<file path="config.mk">
export PLATFORM = sky130hd
export DESIGN_NAME = tour_cmd
export DESIGN_NICKNAME = d
export VERILOG_FILES = /design/src/rtl/tour_pkg.sv /design/src/rtl/kt_move_decode.sv /design/src/rtl/tour_cmd.sv
export SDC_FILE = /design/constraint.sdc
export NUM_CORES = 1
export LEC_CHECK = 0
export BUFFER_PORTS_ARGS = -buffer_cell sky130_fd_sc_hd__clkbuf_2
export CORE_UTILIZATION = 38
export CTS_CLUSTER_SIZE = 30
export DETAILED_ROUTE_END_ITERATION = 10
export GPL_TIMING_DRIVEN = 0
export PLACE_DENSITY = 0.75
export SLEW_MARGIN = 20
export SYNTH_ARGS = -nofsm -noshare
export SYNTH_HDL_FRONTEND = slang
export SYNTH_SLANG_ARGS = --single-unit
</file>
<file path="constraint.sdc">
create_clock -name clk -period 1.3 [get_ports clk]
set_input_delay 0.13 -clock clk [delete_from_list [all_inputs] [get_ports clk]]
set_output_delay 0.13 -clock clk [all_outputs]
set_load 0.02 [all_outputs]
</file>
<file path="src/rtl/tour_pkg.sv">
// rtl/tour_pkg.sv - shared constants and state type for the tour command scheduler
package tour_pkg;

   localparam logic [3:0] OP_MOVE    = 4'b0010;
   localparam logic [3:0] OP_MOVE_FF = 4'b0011;

   localparam logic [7:0] HDG_N = 8'h00;
   localparam logic [7:0] HDG_W = 8'h3F;
   localparam logic [7:0] HDG_S = 8'h7F;
   localparam logic [7:0] HDG_E = 8'hBF;

   localparam logic [7:0] RESP_ACK = 8'hA5;
   localparam logic [7:0] RESP_POS = 8'h5A;

   typedef enum logic [2:0] {
      S_IDLE,
      S_VERT,
      S_WAIT_V,
      S_HORZ,
      S_WAIT_H
   } tour_state_t;

endpackage

</file>
<file path="src/rtl/kt_move_decode.sv">
// rtl/kt_move_decode.sv - one-hot knight move to vertical and horizontal leg commands
module kt_move_decode (
   input  logic [7:0]  move,
   output logic [15:0] vert_cmd,
   output logic [15:0] horz_cmd
);
   import tour_pkg::*;

   logic [7:0] v_hdg;
   logic [7:0] h_hdg;
   logic [3:0] v_sq;
   logic [3:0] h_sq;

   // Lowest set bit wins; an empty move becomes two zero-length north legs.
   always_comb begin
      v_hdg = HDG_N;
      h_hdg = HDG_N;
      v_sq  = 4'd0;
      h_sq  = 4'd0;
      casez (move)
         8'b???????1: begin v_hdg = HDG_N; v_sq = 4'd2; h_hdg = HDG_E; h_sq = 4'd1; end
         8'b??????10: begin v_hdg = HDG_N; v_sq = 4'd2; h_hdg = HDG_W; h_sq = 4'd1; end
         8'b?????100: begin v_hdg = HDG_N; v_sq = 4'd1; h_hdg = HDG_W; h_sq = 4'd2; end
         8'b????1000: begin v_hdg = HDG_S; v_sq = 4'd1; h_hdg = HDG_W; h_sq = 4'd2; end
         8'b???10000: begin v_hdg = HDG_S; v_sq = 4'd2; h_hdg = HDG_W; h_sq = 4'd1; end
         8'b??100000: begin v_hdg = HDG_S; v_sq = 4'd2; h_hdg = HDG_E; h_sq = 4'd1; end
         8'b?1000000: begin v_hdg = HDG_S; v_sq = 4'd1; h_hdg = HDG_E; h_sq = 4'd2; end
         8'b10000000: begin v_hdg = HDG_N; v_sq = 4'd1; h_hdg = HDG_E; h_sq = 4'd2; end
         default: begin
            v_hdg = HDG_N;
            h_hdg = HDG_N;
            v_sq  = 4'd0;
            h_sq  = 4'd0;
         end
      endcase
   end

   assign vert_cmd = {OP_MOVE, v_hdg, v_sq};
   assign horz_cmd = {OP_MOVE_FF, h_hdg, h_sq};

endmodule

</file>
<file path="src/rtl/tour_cmd.sv">
// rtl/tour_cmd.sv - forwards UART commands when idle, replays the stored knight's tour otherwise
module tour_cmd #(
   parameter int NUM_MOVES = 24
) (
   input  logic        clk,
   input  logic        rst_n,
   input  logic [15:0] cmd_UART,
   input  logic        cmd_rdy_UART,
   output logic        clr_cmd_rdy_UART,
   input  logic        start_tour,
   input  logic [7:0]  move,
   output logic [4:0]  mv_indx,
   output logic [15:0] cmd,
   output logic        cmd_rdy,
   input  logic        clr_cmd_rdy,
   input  logic        send_resp,
   output logic [7:0]  resp
);
   import tour_pkg::*;

   localparam logic [4:0] LAST_IDX = 5'(NUM_MOVES - 1);

   tour_state_t state_q, state_d;
   logic [4:0]  mv_indx_q, mv_indx_d;
   logic [15:0] vert_cmd, horz_cmd;
   logic        last_move;

   kt_move_decode u_decode (
      .move     (move),
      .vert_cmd (vert_cmd),
      .horz_cmd (horz_cmd)
   );

   assign last_move = (mv_indx_q == LAST_IDX);
   assign mv_indx   = mv_indx_q;

   always_comb begin
      state_d   = state_q;
      mv_indx_d = mv_indx_q;
      case (state_q)
         S_IDLE: begin
            if (start_tour) begin
               state_d   = S_VERT;
               mv_indx_d = 5'd0;
            end
         end
         S_VERT:   if (clr_cmd_rdy) state_d = S_WAIT_V;
         S_WAIT_V: if (send_resp)   state_d = S_HORZ;
         S_HORZ:   if (clr_cmd_rdy) state_d = S_WAIT_H;
         S_WAIT_H: begin
            if (send_resp) begin
               if (last_move) begin
                  state_d   = S_IDLE;
                  mv_indx_d = 5'd0;
               end else begin
                  state_d   = S_VERT;
                  mv_indx_d = mv_indx_q + 5'd1;
               end
            end
         end
         default: begin
            state_d   = S_IDLE;
            mv_indx_d = 5'd0;
         end
      endcase
   end

   always_ff @(posedge clk or negedge rst_n) begin
      if (!rst_n) begin
         state_q   <= S_IDLE;
         mv_indx_q <= 5'd0;
      end else begin
         state_q   <= state_d;
         mv_indx_q <= mv_indx_d;
      end
   end

   // UART handshake is only wired through while idle, so a command arriving mid-tour stays pending.
   always_comb begin
      cmd              = cmd_UART;
      cmd_rdy          = 1'b0;
      clr_cmd_rdy_UART = 1'b0;
      resp             = RESP_POS;
      case (state_q)
         S_IDLE: begin
            cmd              = cmd_UART;
            cmd_rdy          = cmd_rdy_UART;
            clr_cmd_rdy_UART = clr_cmd_rdy;
            resp             = RESP_ACK;
         end
         S_VERT: begin
            cmd     = vert_cmd;
            cmd_rdy = 1'b1;
         end
         S_WAIT_V: cmd = vert_cmd;
         S_HORZ: begin
            cmd     = horz_cmd;
            cmd_rdy = 1'b1;
         end
         S_WAIT_H: begin
            cmd  = horz_cmd;
            resp = last_move ? RESP_ACK : RESP_POS;
         end
         default: begin
            cmd     = cmd_UART;
            cmd_rdy = 1'b0;
         end
      endcase
   end

endmodule

</file>
==> results.md, run 1 <==
* Synth Area per Inst at 7.92 sq um
* Leakage power at 0.962 nW
* Tmin final at 1790 ps
* Tot Pwr at 5.93 mW
* Skew-Pair Late Insertion Delay at 270 ps
* Synth cell types at 46
* Peak supply drop at 2.15 mV
* Clock skew at 9.85 ps
* Final-layout fill cell count at 90
* Power density cells at 2920 mW/mm^2
* Slowest cell on the critical path: dfrtp_2
* Worst path required time at 1170 ps
* Routability congestion estimate at 0.763
* Synthesized instance count at 120
* # clock sinks at 8
* Crit path DAT at 1660 ps
* First-pass GRT wire length at 6160 um
* Core area at 0.00228 sq mm
* Number of buffers created by CTS at 3
* Post-synth top area share at 21.1%
* CP Launch Type: register
* I/O pin total at 61
* N_diodes at 0
* GRT overflow at 0
* Cell Area, Placed at 0.00140 sq mm
* Initial core utilization at 41.8%
* Final Hold Viols at 0
* Synth warnings at 0
* Synth cell count leaders: 12 x nand2_1, 8 x dfrtp_1, 8 x nor2_1
* Die Footprint at 0.00271 sq mm
* Nets@finish at 241
* Outcome: finished, violations left
* Total Routing Usage GR at 30.9%
* Register area at 206 sq um
* Vias at 1357
* Antenna violations before repair at 0
* Least-Margin Pin Slew at 572 ps
* PortBufs at 60
* Slew Viols, Final at 0
* Max_cap viols at 0
* Fraction of registers with async set/reset at 100%
* Post-route ant nets at 0
* Row count at 17
* Max H-tree Level at 1
* DRC at 0
* Layout cell share with drive strength beyond 1 at 69.4%
* Clk buf depth at 2
* Layout area overhead at 113%
* Vias in the first global route at 1355
* RSZ-0062 raised after global routing: yes
* Post-synth top flop: dfrtp_1
* Largest net degree at the start of global routing at 11
* Setup CP Type: register to output port
* Drt initial violations at 32
* Part of the Yosys area used for sequential elements at 21.1%
* Setup ws final at -494 ps
* Post-synth EDFFs at 0
* Post-route cell area at 0.00203 sq mm
* CP endpoint kind: output port
* CP peak stage delay at 450 ps
* Crit-path cells: nor2_4 -> buf_6 -> xor2_4 -> buf_6 -> a21o_1 -> buf_8
* DP HPWL at 2230 um
* Tcrit/Tclk final at 138%
* Routed wire length at 4410 um
* Hold crit path type: input pin to register
* Top cells by area, synth: dfrtp_1 21%, a21o_1 5.5%, buf_4 5.5%
* Die X at 52.0 um
* Multi-input gate area at 840 sq um
* Worst-path clk slew at 60 ps
* DR vias/cell at 5.73
* Register bit total from synthesis at 8
* Mapped Area at 951 sq um
* Rel. slew slack at 61.6%
* Synth area leader: dfrtp_1
* Top delay family on crit path: flip-flops
* First drt pass iteration count at 4
* Most frequent CP cell: buf_6
* Setup Viol. Count Final at 32
* Most common cell in the synthesized netlist: nand2_1
* Failing checks: negative setup slack
* Syn Nets at 151
* TritonCTS clock tree: built
* Max Fclk at 557 MHz
* CP Buf/Inv Count at 3
* DIE HEIGHT at 52.0 um
* Root Driver: clkbuf_4
* WL/cell at 18.6 um
* Critical Path Fanout Max at 6
where the power goes:
group	total [mW]	internal, mW	switching [mW]
sequential	0.396	0.314	0.0815
clock	0.211	0.118	0.0929
combinational	5.32	2.84	2.48
kinds of logic (layout without fill, tap and decap cells):
logic type	count (synthesis)	count (layout)	synth area share, %
AO/OA/AOI/OAI	40	40	30.1
XOR/XNOR	2	2	1.84
adder cells (fa/ha/maj)	1	1	1.32
buffers and inverters	16	105	11.4
flip-flops	8	8	21.1
multiplexers	3	3	3.16
AND/OR/NAND/NOR	50	50	31.1
timing repair:
item                                    CTS  global route
hold endpoints to repair                  8             0
setup buffers                            22             7
pin swaps                                20            14
hold buffers                              1             0
gates resized for setup                  73            43
endpoints found under the setup margin   32            33
cloned                                    1             0
worst paths after layout:
check,slack (ps),to,cells past startpoint,startpoint
setup / recovery,-490,cmd[9],6,state_q[0]
hold / removal,170,state_q[2],3,clr_cmd_rdy
setup reg to reg,-400,mv_indx[4],9,state_q[0]
hold reg to reg,510,mv_indx[4],1,mv_indx[4]
max in group asynchronous,830,state_q[0],2,rst_n
min in group asynchronous,260,mv_indx[3],2,rst_n
cell usage in the layout (no fill, tap or decap), drive strengths merged, types with 3 or more instances in the layout:
cell type,instances
a21o,7
o211ai,3
nor4,3
nand2,12
and3,3
o21ai,12
or3,3
buf,56
dfrtp,8
mux2i,3
and2,5
nor2,9
clkbuf,46
a21oi,7
nand3,4
area by class of cell:
class                           instances  share of cell area (%)
Tap cell                               28                    1.73
Buffer                                 12                    6.47
Clock buffer                            4                    1.29
Inverter                                2                   0.986
Sequential cell                         8                    10.2
Timing Repair Buffer                   87                    38.0
Multi-Input combinational cell         96                    41.4
per-layer routing:
| layer | vias to the layer above | track usage [%] | wire length, um |
|---|---|---|---|
| met5 | - | 0 | 0 |
| met4 | 0 | 14.9 | 229 |
| met3 | 26 | 7.89 | 252 |
| met2 | 78 | 54.1 | 2280 |
| met1 | 634 | 34.1 | 1640 |
| li1 | 619 | - | - |
state kept, by name, summed over array words and instances, names as in the netlist:
name	count
mv_indx	5
state_q	3
metrics by stage:
stage                     worst slack [ps]  hold slack (ps)  util, %  instances  TNS (ps)
after floorplan                       -133             -166        -        120     -1970
after CTS                             -505              135     83.9        234    -12620
after detailed placement              -377            -6.68     61.5        208     -6670
final                                 -494              168     89.2        237    -12440
after global routing                  -575              164     89.2        237    -14790
after global placement                -343            -14.7     61.5        208     -5910
tightest hold or removal path: stages:
cell	delay (ps)
clkbuf_2	110
nand2_1	70
o21ai_1	70
Power figures use the tool's default switching activity.
==> run 2, diff against run 1 <==
Settings changed: BUFFER_PORTS_ARGS -buffer_cell sky130_fd_sc_hd__clkbuf_2 to -buffer_cell sky130_fd_sc_hd__buf_4, SLEW_MARGIN 20 to default.
==> run 2 against run 1 <==
Against the previous run: the flow still finishes with violations (negative setup slack); count of clock-buffer cells in the layout did not move; final cell count rose by 3.0%; combinational power rose by 2%.
==> results.md, run 2 (synthesis gave the netlist of run 1 again) <==
* Outcome: finished, violations left
* Failing checks: negative setup slack
* Max H-tree Level at 1
* DIE HEIGHT at 52.0 um
* Largest net degree at the start of global routing at 11
* Reg2reg setup slack at -270 ps
* First drt pass iteration count at 4
* Max Fclk at 528 MHz
* Antenna violations before repair at 0
* Leakage power at 1.01 nW
* Routability congestion estimate at 0.856
* Max_cap viols at 0
* TNS Setup at -13110 ps
* DR vias/cell at 6.37
* CP endpoint kind: output port
* Setup Viol. Count Final at 32
* Layout area overhead at 127%
* First-pass GRT wire length at 5610 um
* Number of buffers created by CTS at 3
* Critical Path Fanout Max at 6
* Least-Margin Pin Slew at 714 ps
* Most frequent cells in the layout: 61 x buf_4, 39 x buf_6, 11 x nand2_1, 7 x a21o_1
* Tcrit/Tclk final at 146%
* Peak supply drop at 2.26 mV
* Reg-to-reg critical path startpoint: state_q[0]
* I/O pin total at 61
* Crit path DAT at 1770 ps
* RSZ-0062 raised after global routing: yes
* Commonest non-fill, non-tap cell in the layout: buf_4
* Row count at 17
* GRT overflow at 0
* Power density cells at 2800 mW/mm^2
* Clk buf depth at 2
* Post-route ant nets at 0
* DRC at 0
* Worst Reg-to-Reg Cells at 6
* TritonCTS clock tree: built
* DP HPWL at 2260 um
* Setup CP Type: register to output port
* Post-Place Worst Slack at -327 ps
* # clock sinks at 8
* R2R Path End: mv_indx[4]
* Setup ws final at -595 ps
* Rel. slew slack at 52.0%
* Vias at 1554
* N_diodes at 0
* Slew Viols, Final at 0
* Routed wire length at 5450 um
* Max FFs per register at 5
* Initial core utilization at 41.8%
* PortBufs at 60
* Crit path launch: state_q[2]
* Die X at 52.0 um
* Hold crit path type: input pin to register
* CP Launch Type: register
* Total Routing Usage GR at 27.7%
* Layout cell share with drive strength beyond 1 at 71.3%
* Final Hold Viols at 0
* Skew-Pair Late Insertion Delay at 270 ps
* Nets@finish at 248
* Worst path required time at 1170 ps
* Drt initial violations at 94
* Root Driver: clkbuf_4
* WL/cell at 22.3 um
* Tmin final at 1900 ps
* CP Capture Point: cmd[5]
* Core area at 0.00228 sq mm
* Die Footprint at 0.00271 sq mm
* Worst-path clk slew at 50 ps
* Vias in the first global route at 1245
* Clock skew at 12.3 ps
## run 2: cell types whose count changed in the layout (fill, tap and decap cells not counted), sizes merged
cell	change
clkinv	+1
inv	-1
clkbuf	-42
buf	+49
## run 2: worst min path at each step
stage / from / cells past startpoint / end / slack [ps]
final: clr_cmd_rdy / 3 / state_q[2] / 140
after detailed placement: rst_n / 1 / state_q[1] / -50
after CTS: clr_cmd_rdy / 3 / state_q[2] / 110
after global placement: rst_n / 1 / state_q[1] / -50
after global routing: clr_cmd_rdy / 3 / state_q[2] / 130
after floorplan: rst_n / 0 / mv_indx[0] / -170
## run 2: repair_timing
action | CTS | global route
cloned | 2 | 0
endpoints found under the setup margin | 32 | 32
pin swaps | 12 | 14
buffers inserted | 19 | 14
hold endpoints to repair | 8 | 0
hold buffers | 1 | 0
gates resized for setup | 36 | 43
## run 2: final cells by class
type	count	area, sq um
flip-flops and latches	8	205
repair buffers	94	853
inverters	2	20.0
clock buffers	4	26.3
fillers	64	118
plain buffers	12	151
well taps	28	35.0
multi-input cells	96	867
## run 2: metrics by stage
step	hold slack (ps)	cell area [sq um]	instances	total power, mW	util (%)
final	137	2160	244	6.04	94.8
after global placement	-47.8	1550	208	3.84	68.1
after detailed placement	-46.7	1550	208	3.89	68.1
after global routing	130	2160	244	6.25	94.8
after CTS	109	1900	233	4.91	83.6
after floorplan	-166	1060	120	2.76	-
## run 2: where the power goes
| part | internal (mW) | switching, mW | total (mW) |
|---|---|---|---|
| Sequential | 0.314 | 0.0902 | 0.404 |
| Clock | 0.118 | 0.103 | 0.221 |
| Combinational | 2.81 | 2.60 | 5.41 |
## run 2: layer usage
metal | vias up | track usage, % | wire length (um)
met1 | 742 | 32.6 | 1910
li1 | 635 | - | -
met5 | - | 0 | 0
met3 | 45 | 6.14 | 497
met4 | 0 | 7.21 | 350
met2 | 132 | 49.6 | 2690
## run 2: worst max-delay path: stages, from the launching register on
cell and delay [ps]:
dfrtp_2 470, buf_4 160, nor3_2 240, a21oi_2 80
o22ai_4 240, a21o_1 170, buf_6 130
==> run 3, diff against run 2 <==
Settings changed: BUFFER_PORTS_ARGS -buffer_cell sky130_fd_sc_hd__buf_4 to -buffer_cell sky130_fd_sc_hd__buf_2.
==> run 3 against run 2 <==
Against the previous run: the flow still finishes with violations (negative setup slack); largest power group unchanged; largest cell class unchanged; count of clock-buffer cells in the layout did not move; design area shrank 7.2%; register-to-register slack got worse by 100 ps; first-iteration DRC count down 31%; critical path depth is 1 higher; via count fell by 2.6%; final cell count fell by 0.41%; sequential share of layout area up 0.67 points.
==> results.md, run 3 (synthesis gave the netlist of run 1 again) <==
* Reg2reg setup slack at -370 ps
* Vias in the first global route at 1446
* Critical Path Fanout Max at 7
* Layout area overhead at 111%
* HP Start: clr_cmd_rdy
* Outcome: finished, violations left
* Multi-input gate area at 846 sq um
* TNS Setup at -14100 ps
* Max Fclk at 539 MHz
* Tot Pwr at 5.85 mW
* Power density cells at 2920 mW/mm^2
* First-pass GRT wire length at 6600 um
* CP peak stage delay at 370 ps
* Post-route cell area at 0.00200 sq mm
* Core area at 0.00228 sq mm
* Hold Path End: state_q[2]
* Worst Reg-to-Reg Cells at 9
* Largest net degree at the start of global routing at 11
* Worst-path clk slew at 80 ps
* DP HPWL at 2230 um
* Clock skew at 21.3 ps
* Max FFs per register at 5
* Leakage power at 0.981 nW
* TritonCTS clock tree: built
* GRT overflow at 0
* Tcrit/Tclk final at 143%
* CP endpoint kind: output port
* Least-Margin Pin Slew at 512 ps
* First drt pass iteration count at 4
* Post-route ant nets at 0
* I/O pin total at 61
* DR WL met2 at 2680 um
* Routed wire length at 5070 um
* Total Routing Usage GR at 33.4%
* Final cell count without fillers at 243
* # clock sinks at 8
* Commonest non-fill, non-tap cell in the layout: buf_6
* Reg-to-reg critical path startpoint: state_q[0]
* Rel. slew slack at 65.6%
* Slew Viols, Final at 0
* Max_cap viols at 0
* Max Used Layer: met4
* Slowest cell on the critical path: dfrtp_1
* Setup CP Type: register to output port
* Antenna violations before repair at 0
* Max H-tree Level at 1
* Crit path DAT at 1720 ps
* Setup Viol. Count Final at 32
* Vias at 1514
* Register area at 204 sq um
* Util after Layout at 88.0%
* Tmin final at 1850 ps
* Row count at 17
* Die Footprint at 0.00271 sq mm
* Most frequent cells in the layout: 43 x buf_6, 35 x buf_2, 25 x buf_4, 9 x nand2_1, 7 x a21o_1
* Die X at 52.0 um
* DIE HEIGHT at 52.0 um
* Hold Crit Depth at 3
* Initial core utilization at 41.8%
* Setup ws final at -555 ps
* Placed cells at 208
* Hold crit path type: input pin to register
* Crit-path cells: buf_6 -> nor2_4 -> buf_6 -> xor2_4 -> buf_4 -> a21o_1 -> buf_6
* Layout cell share with drive strength beyond 1 at 70.2%
* Most frequent CP cell: buf_6
* Metal1 wirelength at 1660 um
* Final Hold Viols at 0
* CP Launch Type: register
* Worst path required time at 1170 ps
* Skew-Pair Late Insertion Delay at 280 ps
* Worst hold margin at 162 ps
* WL/cell at 20.8 um
* R2R Path End: mv_indx[2]
* DRC at 0
* Failing checks: negative setup slack
* Nets@finish at 247
* Number of buffers created by CTS at 3
* RSZ-0062 raised after global routing: yes
* PortBufs at 60
* Cell Area, Placed at 0.00140 sq mm
* Root Driver: clkbuf_4
* Post-Place Worst Slack at -348 ps
* DR WL met3 at 397 um
* Peak supply drop at 2.12 mV
* DR vias/cell at 6.23
* Drt initial violations at 65
* Routability congestion estimate at 0.765
* Clk buf depth at 2
* Final-layout fill cell count at 111
* N_diodes at 0
-- run 3: cell count changes in the layout (fill, tap and decap cells not counted), sizes merged --
cell and change:
buf -1, clkinv -1, inv +1
-- run 3: per-layer routing --
metal / track usage, % / up-vias
met5: 0 / -
li1: - / 640
met1: 37.2 / 708
met4: 15.3 / 0
met3: 5.26 / 43
met2: 60.9 / 123
-- run 3: timing repair --
item | 4_1_cts | 5_1_grt
hold buffers | 1 | 0
pin swaps | 21 | 9
setup endpoints to repair | 32 | 32
hold endpoints to repair | 8 | 0
gates cloned | 2 | 0
buffers inserted | 25 | 3
resized for setup | 81 | 13
-- run 3: worst max path at each step --
stage          depth (start not counted)        from  slack, ps  endpoint
2_1_floorplan                          6  mv_indx[0]       -130   resp[3]
3_3_place_gp                           7  state_q[1]       -340    cmd[1]
3_5_place_dp                           7  state_q[1]       -350    cmd[5]
4_1_cts                                7  state_q[0]       -470    cmd[3]
5_1_grt                                7  state_q[0]       -600    cmd[2]
6_report                               7  state_q[0]       -550    cmd[6]
-- run 3: layout make-up --
type | count | share of cell area [%]
inverter | 2 | 0.999
tap | 28 | 1.75
clock buffer | 4 | 1.31
multi-input combinational | 96 | 42.2
buffer | 14 | 7.50
timing repair buffer | 91 | 36.0
sequential | 8 | 10.2
-- run 3: report_power, final --
part	switching, mW	internal, mW	leakage, nW
clock	0.112	0.118	0.0150
combinational	2.56	2.68	0.864
sequential	0.0656	0.310	0.102
total	2.73	3.11	0.981
-- run 3: worst max-delay path, delay by kind of cell (launching register included) --
| family | cells | cell delay, ps |
|---|---|---|
| xor gates and xnor gates | 1 | 170 |
| DFF | 1 | 370 |
| and+or+nand+nor | 1 | 170 |
| AOI/OAI and AO/OA | 1 | 150 |
| buffers and inverters | 4 | 600 |
